[src/rtl/ps2_key_decoder.sv]
// Set-2 scan-code decoder: pops bytes from the PS/2 receiver FIFO and emits make/break events with ASCII.
// Latency: byte sampled in IDLE, event and level outputs registered at the end of ACK (1 clk later).
// Backpressure: one pop per 3 clk; ready is ignored until the FSM is back in IDLE.
// Ports: clk/clrn (sync active-low); ready/data/nextdata_n = receiver FIFO pop interface;
//        key_valid/key_make/key_code/key_ext/key_repeat/ascii = event; key_down/shift/ctrl/caps/press_count = levels.
module ps2_key_decoder (
    input  logic       clk,
    input  logic       clrn,
    input  logic       ready,
    input  logic [7:0] data,
    output logic       nextdata_n,
    output logic       key_valid,
    output logic       key_make,
    output logic [7:0] key_code,
    output logic       key_ext,
    output logic       key_repeat,
    output logic [7:0] ascii,
    output logic       key_down,
    output logic       shift,
    output logic       ctrl,
    output logic       caps,
    output logic [7:0] press_count
);

    typedef enum logic [1:0] {IDLE, ACK, SETTLE} state_t;

    state_t     state;
    logic [7:0] byte_r;
    logic       ext_p;
    logic       brk_p;
    logic [8:0] held;      // {ext, code} of the last newly pressed non-modifier key

    logic [7:0] letter;    // lowercase letter for byte_r, 0 if not a letter
    logic [7:0] other;     // digit / special character for byte_r, 0 if none
    logic [7:0] xlate;     // character for a non-extended make of byte_r
    logic [8:0] cur;
    logic       is_rep;

    always_comb begin
        letter = 8'h00;
        case (byte_r)
            8'h1C: letter = 8'h61; 8'h32: letter = 8'h62; 8'h21: letter = 8'h63;
            8'h23: letter = 8'h64; 8'h24: letter = 8'h65; 8'h2B: letter = 8'h66;
            8'h34: letter = 8'h67; 8'h33: letter = 8'h68; 8'h43: letter = 8'h69;
            8'h3B: letter = 8'h6A; 8'h42: letter = 8'h6B; 8'h4B: letter = 8'h6C;
            8'h3A: letter = 8'h6D; 8'h31: letter = 8'h6E; 8'h44: letter = 8'h6F;
            8'h4D: letter = 8'h70; 8'h15: letter = 8'h71; 8'h2D: letter = 8'h72;
            8'h1B: letter = 8'h73; 8'h2C: letter = 8'h74; 8'h3C: letter = 8'h75;
            8'h2A: letter = 8'h76; 8'h1D: letter = 8'h77; 8'h22: letter = 8'h78;
            8'h35: letter = 8'h79; 8'h1A: letter = 8'h7A;
            default: letter = 8'h00;
        endcase
    end

    always_comb begin
        other = 8'h00;
        case (byte_r)
            8'h45: other = 8'h30; 8'h16: other = 8'h31; 8'h1E: other = 8'h32;
            8'h26: other = 8'h33; 8'h25: other = 8'h34; 8'h2E: other = 8'h35;
            8'h36: other = 8'h36; 8'h3D: other = 8'h37; 8'h3E: other = 8'h38;
            8'h46: other = 8'h39;
            8'h29: other = 8'h20; 8'h5A: other = 8'h0D; 8'h66: other = 8'h08;
            default: other = 8'h00;
        endcase
    end

    always_comb begin
        xlate = other;
        if (letter != 8'h00) begin
            // Uppercase is lowercase minus 0x20; ctrl folds either case to 0x01..0x1A.
            xlate = (shift ^ caps) ? (letter - 8'h20) : letter;
            if (ctrl)
                xlate = xlate & 8'h1F;
        end
    end

    assign cur    = {ext_p, byte_r};
    assign is_rep = key_down && (held == cur);

    always_ff @(posedge clk) begin
        if (!clrn) begin
            state       <= IDLE;
            nextdata_n  <= 1'b1;
            byte_r      <= 8'h00;
            ext_p       <= 1'b0;
            brk_p       <= 1'b0;
            held        <= 9'h000;
            key_valid   <= 1'b0;
            key_make    <= 1'b0;
            key_code    <= 8'h00;
            key_ext     <= 1'b0;
            key_repeat  <= 1'b0;
            ascii       <= 8'h00;
            key_down    <= 1'b0;
            shift       <= 1'b0;
            ctrl        <= 1'b0;
            caps        <= 1'b0;
            press_count <= 8'h00;
        end else begin
            key_valid <= 1'b0;
            case (state)
                IDLE: begin
                    if (ready) begin
                        byte_r     <= data;
                        nextdata_n <= 1'b0;
                        state      <= ACK;
                    end
                end
                ACK: begin
                    nextdata_n <= 1'b1;
                    state      <= SETTLE;
                    if (byte_r == 8'hE0) begin
                        ext_p <= 1'b1;
                    end else if (byte_r == 8'hF0) begin
                        brk_p <= 1'b1;
                    end else begin
                        key_valid  <= 1'b1;
                        key_make   <= ~brk_p;
                        key_code   <= byte_r;
                        key_ext    <= ext_p;
                        key_repeat <= 1'b0;
                        ascii      <= (!brk_p && !ext_p) ? xlate : 8'h00;
                        ext_p      <= 1'b0;
                        brk_p      <= 1'b0;
                        // Modifiers ignore the E0 prefix, so right Ctrl lands here too.
                        if (byte_r == 8'h12 || byte_r == 8'h59) begin
                            shift <= ~brk_p;
                        end else if (byte_r == 8'h14) begin
                            ctrl <= ~brk_p;
                        end else if (!brk_p) begin
                            if (is_rep) begin
                                key_repeat <= 1'b1;
                            end else begin
                                held        <= cur;
                                key_down    <= 1'b1;
                                press_count <= press_count + 8'd1;
                                if (byte_r == 8'h58)
                                    caps <= ~caps;
                            end
                        end else if (held == cur) begin
                            key_down <= 1'b0;
                        end
                    end
                end
                SETTLE: begin
                    state <= IDLE;
                end
                default: begin
                    state      <= IDLE;
                    nextdata_n <= 1'b1;
                end
            endcase
        end
    end

endmodule

[config.mk]
export PLATFORM = sky130hd
export DESIGN_NAME = ps2_key_decoder
export DESIGN_NICKNAME = d
export VERILOG_FILES = /design/src/rtl/ps2_key_decoder.sv
export SDC_FILE = /design/constraint.sdc
export NUM_CORES = 1
export LEC_CHECK = 0
export CAP_MARGIN = 20
export CORE_MARGIN = 2
export CORE_UTILIZATION = 51
export CTS_CLUSTER_DIAMETER = 150
export CTS_CLUSTER_SIZE = 30
export DETAILED_ROUTE_END_ITERATION = 7
export HOLD_SLACK_MARGIN = 0.06
export PLACE_DENSITY = 0.8
export SLEW_MARGIN = 30
export SYNTH_ARGS = -nofsm -noshare
export SYNTH_HDL_FRONTEND = slang
export SYNTH_SLANG_ARGS = --single-unit
[constraint.sdc]
create_clock -name clk -period 2.8 [get_ports clk]
set_input_delay 0.56 -clock clk [delete_from_list [all_inputs] [get_ports clk]]
set_output_delay 0.56 -clock clk [all_outputs]
set_load 0.005 [all_outputs]
==> flow_summary.ini <==
[yosys]
netlist_instances = 445
synth_seq_cells = 60
synth_simple_gate_area_frac = 0.243
ys_types = 81
synthAdderAreaFrac = 0.0431
yosysTopAreaCell = dfxtp_1
ys_seq_area_frac = 0.318
synthMuxAreaShare = 0.0693
synth.top_cell.area_share = 0.318
synthFlopType = dfxtp_1
synth_area_um2 = 3770
ys_warn_count = 0
synth_area_per_cell_um2 = 8.48
synth_compound_area_frac = 0.233
synth_xor_area_frac = 0.0278
synth_nets = 469
synthArstFlopShare = 0
ys_top_cells_by_area = dfxtp_1 32%, mux2i_1 4.8%, a21oi_1 4.6%
synth_top_family_by_area = simple AND/OR/NAND/NOR gates
synth_edf_count = 0

[clock_tree]
numCtsBuffers = 9
postCtsResizedCells = 0
clock-sinks = 60
clk-insertion-delay-late_ns = 0.35
cts_tree = yes
clkTransAtPathRegs_ns = 0.07
ctsHtreeMaxLevel = 3
cts_buffer_depth = 2
postCtsSetupRepairBufs = 0
holdBufCountCts = 0
clockRootBuffer = clkbuf_8

[pwr]
powerDensity_nw_per_um2 = 468
p_total_mw = 2.24
cellInternalPower_mw = 1.60
comb_power_share = 0.198
p_clk_frac = 0.390
power_frac_seq = 0.413
power.switching_mw = 0.640
peakVddDrop_v = 0.000327
swShare = 0.285
leakage_nw = 1.81

[critical_path]
cp_max_fo = 16
r2r_end = press_count[3]
startpoint_type = input port
critPathKind = input port to flip-flop
critical-path-max-stage-delay_ns = 0.47
end_kind = flip-flop
worstPathArrival_ns = 2.89
cp_slowest_cell = clkdlybuf4s50_1
required_ns = 3.07
crit_family = buffers and inverters
path_cells = clkdlybuf4s50_1, nor3b_2, buf_4, mux2i_2, ha_1, o221a_2, a211o_1, o211ai_1
r2r-start = byte_r[1]
r2r_setup_slack_ns = 0.30
reg2reg_depth = 5
path_buf_inv = 2

[place]
dpl_cell_area_um2 = 4580
gp_congestion = 0.991
io_buffers = 43
place_ws_ns = -0.168
hpwl_um = 8200

[sta]
max_slew_margin = 0.484
max_clock_freq_mhz = 382
clock_skew_ns = 0.0148
rsz0062_at_grt = no
tightest_slew_ns = 0.763
finalSetupViolCount = 0
whs_ns = 0.455
hold_viol_final = 0
min_period_over_period = 0.934
finalCriticalPeriod_ns = 2.62
report.final.slew_viol_count = 0
layout_setup_ws_ns = 0.184

[floorplanning]
core_region_area_um2 = 7210
dieArea_um2 = 8110
initial_core_util = 0.523
die_w_um = 90.0
die_h_um = 90.0
io_pins = 44
fp-row-count = 31

[global_route]
grt.total_usage = 0.273
antenna_found_initial = 0
grt_pass1_wl_um = 18000
busiest_layer = met2
grt_start_max_net_pins = 26
gr-usage-met2 = 0.430
met1_usage = 0.364
grt_use_met3 = 0.0536
grt_pass1_vias = 3559
overflow = 0

[final_layout]
stdcell_area_um2 = 4790
layout_commonest_cell = dfxtp_1
seqCellArea_um2 = 1200
syn_to_final_growth_pct = 27.0
final_cell_mix = 60 x dfxtp_1, 49 x buf_4, 44 x nand2_1
drive_gt1_frac = 0.177
multiInputGateArea_um2 = 2330
fillers = 604
diodes = 0
fin_nets = 544

[worst_hold_path]
whs_endpoint = ascii[6]
hold_depth = 2
worstHoldPathType = flip-flop to flip-flop
min_from = ascii[6]

[status]
status = complete, no violations

[drt]
via_count = 3800
dr.pass1.iters = 5
ant_nets = 0
totalWireLength_um = 11000
drt_iter0_markers = 318
drc = 0
wl_per_cell_um = 17.7
via_per_inst = 6.10

[job]
drv_cap = 0
[power by group through the flow]
stage	registers (mW)	logic (mW)	clock network [mW]
after global placement	0.942	0.431	0
after CTS	0.924	0.435	0.877
after global routing	0.930	0.476	0.920
final	0.926	0.444	0.874
after detailed placement	0.944	0.433	0
after floorplan	0.918	0.286	0
[metrics by stage]
| stage | std cells | util | setup TNS, ns |
|---|---|---|---|
| after floorplan | 445 | - | 0 |
| after global placement | 608 | 0.635 | -0.183 |
| after detailed placement | 608 | 0.635 | -0.582 |
| after CTS | 623 | 0.664 | 0 |
| after global routing | 623 | 0.664 | 0 |
| final | 623 | 0.664 | 0 |
[worst min-delay path: cells and delay by family (launching register included)]
| kind | cells | cell delay [ns] |
|---|---|---|
| AO/OA/AOI/OAI | 1 | 0.05 |
| AND/OR/NAND/NOR | 1 | 0.04 |
| flip-flops | 1 | 0.33 |
[synthesized netlist by cell type (4+ instances only)]
cell and instances:
nand3b_1 6, xor2_1 11, a211oi_1 4, mux2i_1 18, a21oi_1 35, nand3_1 20
a22o_1 11, ha_1 13, or3_1 4, nand2b_1 17, nor2_1 17, nand4_1 5
nor4_1 4, o22ai_1 4, nor2b_1 5, a22oi_1 4, dfxtp_1 60, or4_1 5
clkbuf_1 7, o21ai_0 20, buf_2 13, nand2_1 44, mux2_2 4, o31ai_1 6
buf_6 4, nor3_1 13, inv_1 14
[final cells by class]
| type | instances | share of cell area |
|---|---|---|
| repair buffers | 95 | 0.179 |
| well taps | 99 | 0.0258 |
| flip-flops and latches | 60 | 0.251 |
| clock inverters | 4 | 0.0154 |
| clock buffers | 11 | 0.0295 |
| inverters | 17 | 0.0133 |
| multi-input cells | 337 | 0.486 |
[per-layer routing]
layer,part of all wire,wire length (µm)
met5,0,0
met4,0.027,299
met3,0.071,783
met2,0.46,5060
met1,0.44,4860
[flip-flops by register name (all words and copies together), names as in the netlist, 2 cells and up, named ones only]
register / flops
key_code: 8
ascii: 8
byte_r: 8
held: 9
press_count: 8
state: 2
[how the worst max path moves through the flow]
stage,to,cells past startpoint,slack [ns],startpoint
floorplan,flip-flop,12,0.02,ready
global placement,flip-flop,8,-0.06,ready
detailed placement,flip-flop,8,-0.17,ready
CTS,flip-flop,8,0.20,ready
global route,flip-flop,11,0.05,ready
finish,flip-flop,8,0.18,ready
[cell families after synthesis]
| kind of cell | after synthesis |
|---|---|
| AOI/OAI and AO/OA | 125 |
| DFF | 60 |
| and+or+nand+nor | 163 |
| muxes | 24 |
| buffers and inverters | 48 |
| adders and majority gates | 13 |
| xor gates and xnor gates | 12 |
No activity file was read; power rests on OpenSTA's default activity.
